<file path="src/rtl/rob_retire_if.sv">
// Signal bundle between the ROB-head retirement controller and the ROB, R-RAT, RAT and freelist.
// The master modport is the controller's view. The slave modport is the view of the surrounding structures.
interface rob_retire_if #(
  parameter int NUM_ARCH_REGS = 32,
  parameter int NUM_PHYS_REGS = 64
);
  localparam int LOG_ARCH = $clog2(NUM_ARCH_REGS);
  localparam int LOG_PHYS = $clog2(NUM_PHYS_REGS);

  // ROB head
  logic                head_valid;
  logic                head_done;
  logic                head_has_dest;
  logic [LOG_ARCH-1:0] head_arch;
  logic [LOG_PHYS-1:0] head_phys;
  logic [LOG_PHYS-1:0] head_prev;
  logic                head_flush;
  logic                pop;

  // Commit side: R-RAT write and freelist return
  logic                rrat_we;
  logic [LOG_ARCH-1:0] rrat_arch;
  logic [LOG_PHYS-1:0] rrat_phys;
  logic                free_valid;
  logic [LOG_PHYS-1:0] free_phys;

  // Recovery side: flush, R-RAT read and front-end RAT restore
  logic                flush;
  logic [LOG_ARCH-1:0] rrat_rd_idx;
  logic [LOG_PHYS-1:0] rrat_rd_data;
  logic                rat_we;
  logic [LOG_ARCH-1:0] rat_arch;
  logic [LOG_PHYS-1:0] rat_phys;
  logic                stall;
  logic [31:0]         retired_cnt;

  modport master (
    input  head_valid, head_done, head_has_dest, head_arch, head_phys, head_prev, head_flush,
    input  rrat_rd_data,
    output pop, rrat_we, rrat_arch, rrat_phys, free_valid, free_phys,
    output flush, rrat_rd_idx, rat_we, rat_arch, rat_phys, stall, retired_cnt
  );

  modport slave (
    output head_valid, head_done, head_has_dest, head_arch, head_phys, head_prev, head_flush,
    output rrat_rd_data,
    input  pop, rrat_we, rrat_arch, rrat_phys, free_valid, free_phys,
    input  flush, rrat_rd_idx, rat_we, rat_arch, rat_phys, stall, retired_cnt
  );
endinterface

</file>
<file path="src/rtl/rob_retire_ctrl.sv">
// In-order ROB-head retirement controller. It commits at most one head entry per cycle.
// On a committed mispredict or exception it flushes, then copies the R-RAT into the RAT one register per cycle.
module rob_retire_ctrl #(
  parameter int NUM_ARCH_REGS = 32,
  parameter int NUM_PHYS_REGS = 64
) (
  input  logic CLK,
  input  logic RESET,
  rob_retire_if.master bus
);
  localparam int LOG_ARCH = $clog2(NUM_ARCH_REGS);
  localparam int LOG_PHYS = $clog2(NUM_PHYS_REGS);
  localparam logic [LOG_ARCH-1:0] IDX_LAST = LOG_ARCH'(NUM_ARCH_REGS - 1);

  typedef enum logic [1:0] {RUN, FLUSH, RESTORE} state_t;
  typedef logic [LOG_PHYS-1:0] phys_t;

  state_t              state, state_nxt;
  logic [LOG_ARCH-1:0] idx, idx_nxt;
  logic                flush_pend, flush_pend_nxt;
  logic [31:0]         retired_cnt;
  logic                commit;
  phys_t               restore_data;

  assign commit       = (state == RUN) && bus.head_valid && bus.head_done && !flush_pend;
  assign restore_data = bus.rrat_rd_data;

  // NOTE: sequential state uses non-blocking assignments only, so every flop samples pre-edge values.
  always_ff @(posedge CLK or negedge RESET) begin
    if (!RESET) begin
      state       <= RUN;
      idx         <= '0;
      flush_pend  <= 1'b0;
      retired_cnt <= '0;
    end else begin
      state      <= state_nxt;
      idx        <= idx_nxt;
      flush_pend <= flush_pend_nxt;
      if (commit) retired_cnt <= retired_cnt + 32'd1;
    end
  end

  // NOTE: each combinational output gets a default first, so no path can infer a latch.
  always_comb begin
    state_nxt      = state;
    idx_nxt        = idx;
    flush_pend_nxt = flush_pend;
    unique case (state)
      RUN: begin
        idx_nxt = '0;
        if (commit && bus.head_flush) begin
          state_nxt      = FLUSH;
          flush_pend_nxt = 1'b1;
        end
      end
      FLUSH: begin
        state_nxt      = RESTORE;
        idx_nxt        = '0;
        flush_pend_nxt = 1'b0;
      end
      RESTORE: begin
        if (idx == IDX_LAST) begin
          state_nxt = RUN;
          idx_nxt   = '0;
        end else begin
          idx_nxt = idx + 1'b1;
        end
      end
      default: begin
        state_nxt      = RUN;
        idx_nxt        = '0;
        flush_pend_nxt = 1'b0;
      end
    endcase
  end

  // Reset masks every output combinationally. An asserted reset therefore silences the interface at once, not at the next edge.
  always_comb begin
    bus.pop         = 1'b0;
    bus.rrat_we     = 1'b0;
    bus.rrat_arch   = '0;
    bus.rrat_phys   = '0;
    bus.free_valid  = 1'b0;
    bus.free_phys   = '0;
    bus.flush       = 1'b0;
    bus.rrat_rd_idx = '0;
    bus.rat_we      = 1'b0;
    bus.rat_arch    = '0;
    bus.rat_phys    = '0;
    bus.stall       = 1'b0;
    bus.retired_cnt = '0;
    if (RESET) begin
      bus.pop         = commit;
      bus.rrat_we     = commit && bus.head_has_dest;
      bus.rrat_arch   = bus.head_arch;
      bus.rrat_phys   = bus.head_phys;
      bus.free_valid  = commit && bus.head_has_dest;
      bus.free_phys   = bus.head_prev;
      bus.flush       = (state == FLUSH);
      bus.rrat_rd_idx = idx;
      bus.rat_we      = (state == RESTORE);
      bus.rat_arch    = idx;
      bus.rat_phys    = restore_data;
      bus.stall       = (state != RUN) || (commit && bus.head_flush);
      bus.retired_cnt = retired_cnt;
    end
  end
endmodule

</file>
<file path="src/flat_wrapper.sv">
// flat-port wrapper written by rule: the top's interface ports become plain ports
module rob_retire_ctrl_flat 
#(
  parameter int NUM_ARCH_REGS = 32,
  parameter int NUM_PHYS_REGS = 64
)
  (CLK, RESET, bus_head_valid, bus_head_done, bus_head_has_dest, bus_head_arch, bus_head_phys, bus_head_prev, bus_head_flush, bus_rrat_rd_data, bus_pop, bus_rrat_we, bus_rrat_arch, bus_rrat_phys, bus_free_valid, bus_free_phys, bus_flush, bus_rrat_rd_idx, bus_rat_we, bus_rat_arch, bus_rat_phys, bus_stall, bus_retired_cnt);
  rob_retire_if #(.NUM_ARCH_REGS(NUM_ARCH_REGS), .NUM_PHYS_REGS(NUM_PHYS_REGS)) bus_i ();
  input  logic CLK;
  input  logic RESET;
  input wire logic [$bits(bus_i.head_valid)-1:0] bus_head_valid;
  input wire logic [$bits(bus_i.head_done)-1:0] bus_head_done;
  input wire logic [$bits(bus_i.head_has_dest)-1:0] bus_head_has_dest;
  input wire logic [$bits(bus_i.head_arch)-1:0] bus_head_arch;
  input wire logic [$bits(bus_i.head_phys)-1:0] bus_head_phys;
  input wire logic [$bits(bus_i.head_prev)-1:0] bus_head_prev;
  input wire logic [$bits(bus_i.head_flush)-1:0] bus_head_flush;
  input wire logic [$bits(bus_i.rrat_rd_data)-1:0] bus_rrat_rd_data;
  output wire logic [$bits(bus_i.pop)-1:0] bus_pop;
  output wire logic [$bits(bus_i.rrat_we)-1:0] bus_rrat_we;
  output wire logic [$bits(bus_i.rrat_arch)-1:0] bus_rrat_arch;
  output wire logic [$bits(bus_i.rrat_phys)-1:0] bus_rrat_phys;
  output wire logic [$bits(bus_i.free_valid)-1:0] bus_free_valid;
  output wire logic [$bits(bus_i.free_phys)-1:0] bus_free_phys;
  output wire logic [$bits(bus_i.flush)-1:0] bus_flush;
  output wire logic [$bits(bus_i.rrat_rd_idx)-1:0] bus_rrat_rd_idx;
  output wire logic [$bits(bus_i.rat_we)-1:0] bus_rat_we;
  output wire logic [$bits(bus_i.rat_arch)-1:0] bus_rat_arch;
  output wire logic [$bits(bus_i.rat_phys)-1:0] bus_rat_phys;
  output wire logic [$bits(bus_i.stall)-1:0] bus_stall;
  output wire logic [$bits(bus_i.retired_cnt)-1:0] bus_retired_cnt;
  assign bus_i.head_valid = bus_head_valid;
  assign bus_i.head_done = bus_head_done;
  assign bus_i.head_has_dest = bus_head_has_dest;
  assign bus_i.head_arch = bus_head_arch;
  assign bus_i.head_phys = bus_head_phys;
  assign bus_i.head_prev = bus_head_prev;
  assign bus_i.head_flush = bus_head_flush;
  assign bus_i.rrat_rd_data = bus_rrat_rd_data;
  assign bus_pop = bus_i.pop;
  assign bus_rrat_we = bus_i.rrat_we;
  assign bus_rrat_arch = bus_i.rrat_arch;
  assign bus_rrat_phys = bus_i.rrat_phys;
  assign bus_free_valid = bus_i.free_valid;
  assign bus_free_phys = bus_i.free_phys;
  assign bus_flush = bus_i.flush;
  assign bus_rrat_rd_idx = bus_i.rrat_rd_idx;
  assign bus_rat_we = bus_i.rat_we;
  assign bus_rat_arch = bus_i.rat_arch;
  assign bus_rat_phys = bus_i.rat_phys;
  assign bus_stall = bus_i.stall;
  assign bus_retired_cnt = bus_i.retired_cnt;
  rob_retire_ctrl #(.NUM_ARCH_REGS(NUM_ARCH_REGS), .NUM_PHYS_REGS(NUM_PHYS_REGS)) u_core (.CLK(CLK), .RESET(RESET), .bus(bus_i));
endmodule
</file>
<file path="config.mk">
export PLATFORM = sky130hd
export DESIGN_NAME = rob_retire_ctrl_flat
export DESIGN_NICKNAME = d
export VERILOG_FILES = /design/src/rtl/rob_retire_if.sv /design/src/rtl/rob_retire_ctrl.sv /design/src/flat_wrapper.sv
export SDC_FILE = /design/constraint.sdc
export NUM_CORES = 1
export LEC_CHECK = 0
export CORE_MARGIN = 1.5
export CORE_UTILIZATION = 46
export DETAILED_ROUTE_END_ITERATION = 6
export GPL_TIMING_DRIVEN = 0
export PLACE_DENSITY = 0.86
export SYNTH_ARGS = -nofsm -noshare
export SYNTH_HDL_FRONTEND = slang
export SYNTH_SLANG_ARGS = --single-unit
</file>
<file path="constraint.sdc">
create_clock -name CLK -period 4.2 [get_ports CLK]
set_input_delay 0.42 -clock CLK [delete_from_list [all_inputs] [get_ports CLK]]
set_output_delay 0.42 -clock CLK [all_outputs]
set_load 0.03 [all_outputs]
</file>
==> impl_results.md <==
* Total Die Area at about 5600 µm²
* Num CTS Buffers at 5
* TritonRoute pass-1 iters at 4
* Synth Area per Inst at 9.64 µm²
* Top cells by area, synth: dfrtp_1 (42%), and2_1 (17%), xnor2_1 (8.1%)
* Leakage power at approximately 1.5 nW
* Clock skew at roughly 0.0030 ns
* R2R depth at 5
* Number of flops mapped to enable cells by yosys at 0
* Pins Over Slew Limit at 0
* Status: complete, no violations
* Worst setup path startpoint: RESET
* Vias in the first global route at 1996
* Clock Path Buffers at 2
* GR Layer Usage met3 at 7.10%
* Mapped Nets at 278
* Hold crit path type: input pin to async pin
* Cell accounting for the most synthesized area: dfrtp_1
* Main synth FF type: dfrtp_1
* Via Count at about 2100
* Worst-Margin Slew at about 0.88 ns
* Routed length per instance at 13.5 µm
* Worst EP arrival at about 2.8 ns
* Max_slew headroom at a little over 40%
* Fraction of registers with async set/reset at 100%
* Post-Syn Area at approximately 2400 µm²
* Worst skew pair latency at approximately 0.3 ns
* Ports at 100
* GR Util All Layers at a little under a quarter
* GRT busiest layer: met2
* Clk slew on worst S/H paths at 0.07 ns
* Filler cells at about 390
* Shortest period the worst path allows at roughly 3.2 ns
* Global-route wire length before repair at approximately 9600 µm
* Grt ovf at 0
* Vias per cell at a little under 5
* Grt met2 use at a little under two fifths
* Tot Pwr at roughly 1.1 mW
* Setup crit start kind: input pin
* Initial drt markers at 98
* Root Driver: clkbuf_8
* CTS tree: built
* Starting density of the core at 48.9%
* CP Class: input pin to primary output
* Period utilization at 75.9%
* Yosys reg bits at 40
* Final setup fails at 0
* Pwr dens at between 200 and 300 nW/µm²
* Post-synth top area share at a little over two fifths
* Fin nets at 384
* Routed Antenna Nets at 0
* Initial antenna violation count at 0
* CP required at 3.78 ns
* Pre-CTS setup slack at between 0.8 and 0.9 ns
* Worst VDD drop at approximately 230 µV
* Core area at 4850 µm²
* Routed WL at 5690 µm
* Area growth from synthesis to layout at 48.9%
* Unrepaired setup endpoints after global routing: false
* Site Rows at 25
* CP max FO at slightly above 40
* Worst Slack Setup Final at between 1 and 1.5 ns
* FF/Latch Area at 1000 µm²
* Ant diodes at 0
* Final Hold Vio Count at 0
* Max-cap violations at 0
* Seq/Total Area, Yosys at roughly 42%
* Resize count post-CTS at 0
* Met1 usage at ~29%
* Synth Instances at roughly 250
* Die width at between 70 and 80 µm
* Reg2Reg Capture Point: u_core.retired_cnt[8]
* Port buffer count at just under 100
* Hold-fix buffers, CTS at 0
* Reg2Reg Setup Slack at ~2.3 ns
* Syn. warnings at 0
* Most frequent cells after synthesis: and2_1 (66), dfrtp_1 (40), xnor2_1 (22)
* Fmax at between 300 and 400 MHz
* Distinct cells, synth at 32
* CP endpoint kind: primary output
* Largest net degree at the start of global routing at 42
* Critical R2R Launch: u_core.state[1]
* H-tree levels at 2
* Drt drc at 0
* Clock Sinks at 40
* Post-DP HPWL at about 4300 µm
* Final GP Congestion at 0.884
* Share of layout cells above drive strength 1 at between 7 and 8%
* DIE HEIGHT at 74.8 µm
* # Post-CTS Setup Buffers at 0
* Multi-input gate area at roughly 1200 µm²
* Most frequent cell after synthesis: and2_1
cell usage in the layout (no fill, tap or decap), types with 3 or more instances in the layout:
cell type,count
clkdlybuf4s50_1,98
and2_1,66
dfrtp_1,40
xnor2_1,22
nand4_1,15
clkbuf_1,12
xor2_1,11
nand2_1,11
nor3_1,9
and3_1,7
nand3_1,7
inv_1,7
nor2_1,6
buf_4,6
clkbuf_8,6
buf_2,5
ha_1,3
cell type report:
type | count | area share [%]
Sequential cell | 40 | 28.3
Inverter | 7 | 0.744
Buffer | 20 | 2.91
Tap cell | 67 | 2.37
Timing Repair Buffer | 99 | 27.9
Clock buffer | 8 | 2.55
Multi-Input combinational cell | 179 | 35.2
cell families after synthesis:
| family | Yosys count | synth area share, % |
|---|---|---|
| compound gates | 3 | 0.739 |
| buf+inv | 27 | 5.44 |
| flops | 40 | 42.2 |
| xor+xnor | 33 | 12.2 |
| mux | 1 | 0.475 |
| simple gates | 139 | 37.4 |
| fa+ha+maj | 3 | 1.58 |
worst max path at each step:
stage          cells past startpoint            endpoint  slack (ns)
6_report                           6  bus_rrat_rd_idx[4]        1.01
5_1_grt                            6  bus_rrat_rd_idx[2]        0.73
4_1_cts                            6  bus_rrat_rd_idx[4]        0.89
3_5_place_dp                       6  bus_rrat_rd_idx[4]        0.89
3_3_place_gp                       6  bus_rrat_rd_idx[2]        -0.1
2_1_floorplan                      5           bus_stall        1.81
critical path: stages:
cell	delay (ns)
buf_2	0.66
clkbuf_1	0.41
clkbuf_1	0.30
and2_1	0.20
buf_4	0.11
clkdlybuf4s50_1	0.65
where the power goes:
part / switching, mW / internal (mW)
clock: 0.129 / 0.134
combinational: 0.174 / 0.151
sequential: 0.0455 / 0.423
metal layers:
metal,vias up,part of all wire (%)
met1,967,43
met4,0,0.65
met2,67,50
li1,1019,-
met3,4,5.8
met5,-,0
registers in the layout (all words and copies together), names as in the netlist:
signal	cells
u_core.flush_pend	1
u_core.idx	5
u_core.retired_cnt	32
u_core.state	2
stage by stage:
step	hold WS [ns]	instance area, µm²	util [%]	setup TNS (ns)	instances
after floorplan	0.124	2370	-	0	246
after global placement	0.449	3450	71.1	-0.860	412
after detailed placement	0.464	3440	71.0	0	412
after CTS	0.277	3530	72.8	0	420
after global routing	0.306	3530	72.8	0	420
final	0.240	3530	72.8	0	420
No activity file was read; power rests on OpenSTA's default activity.
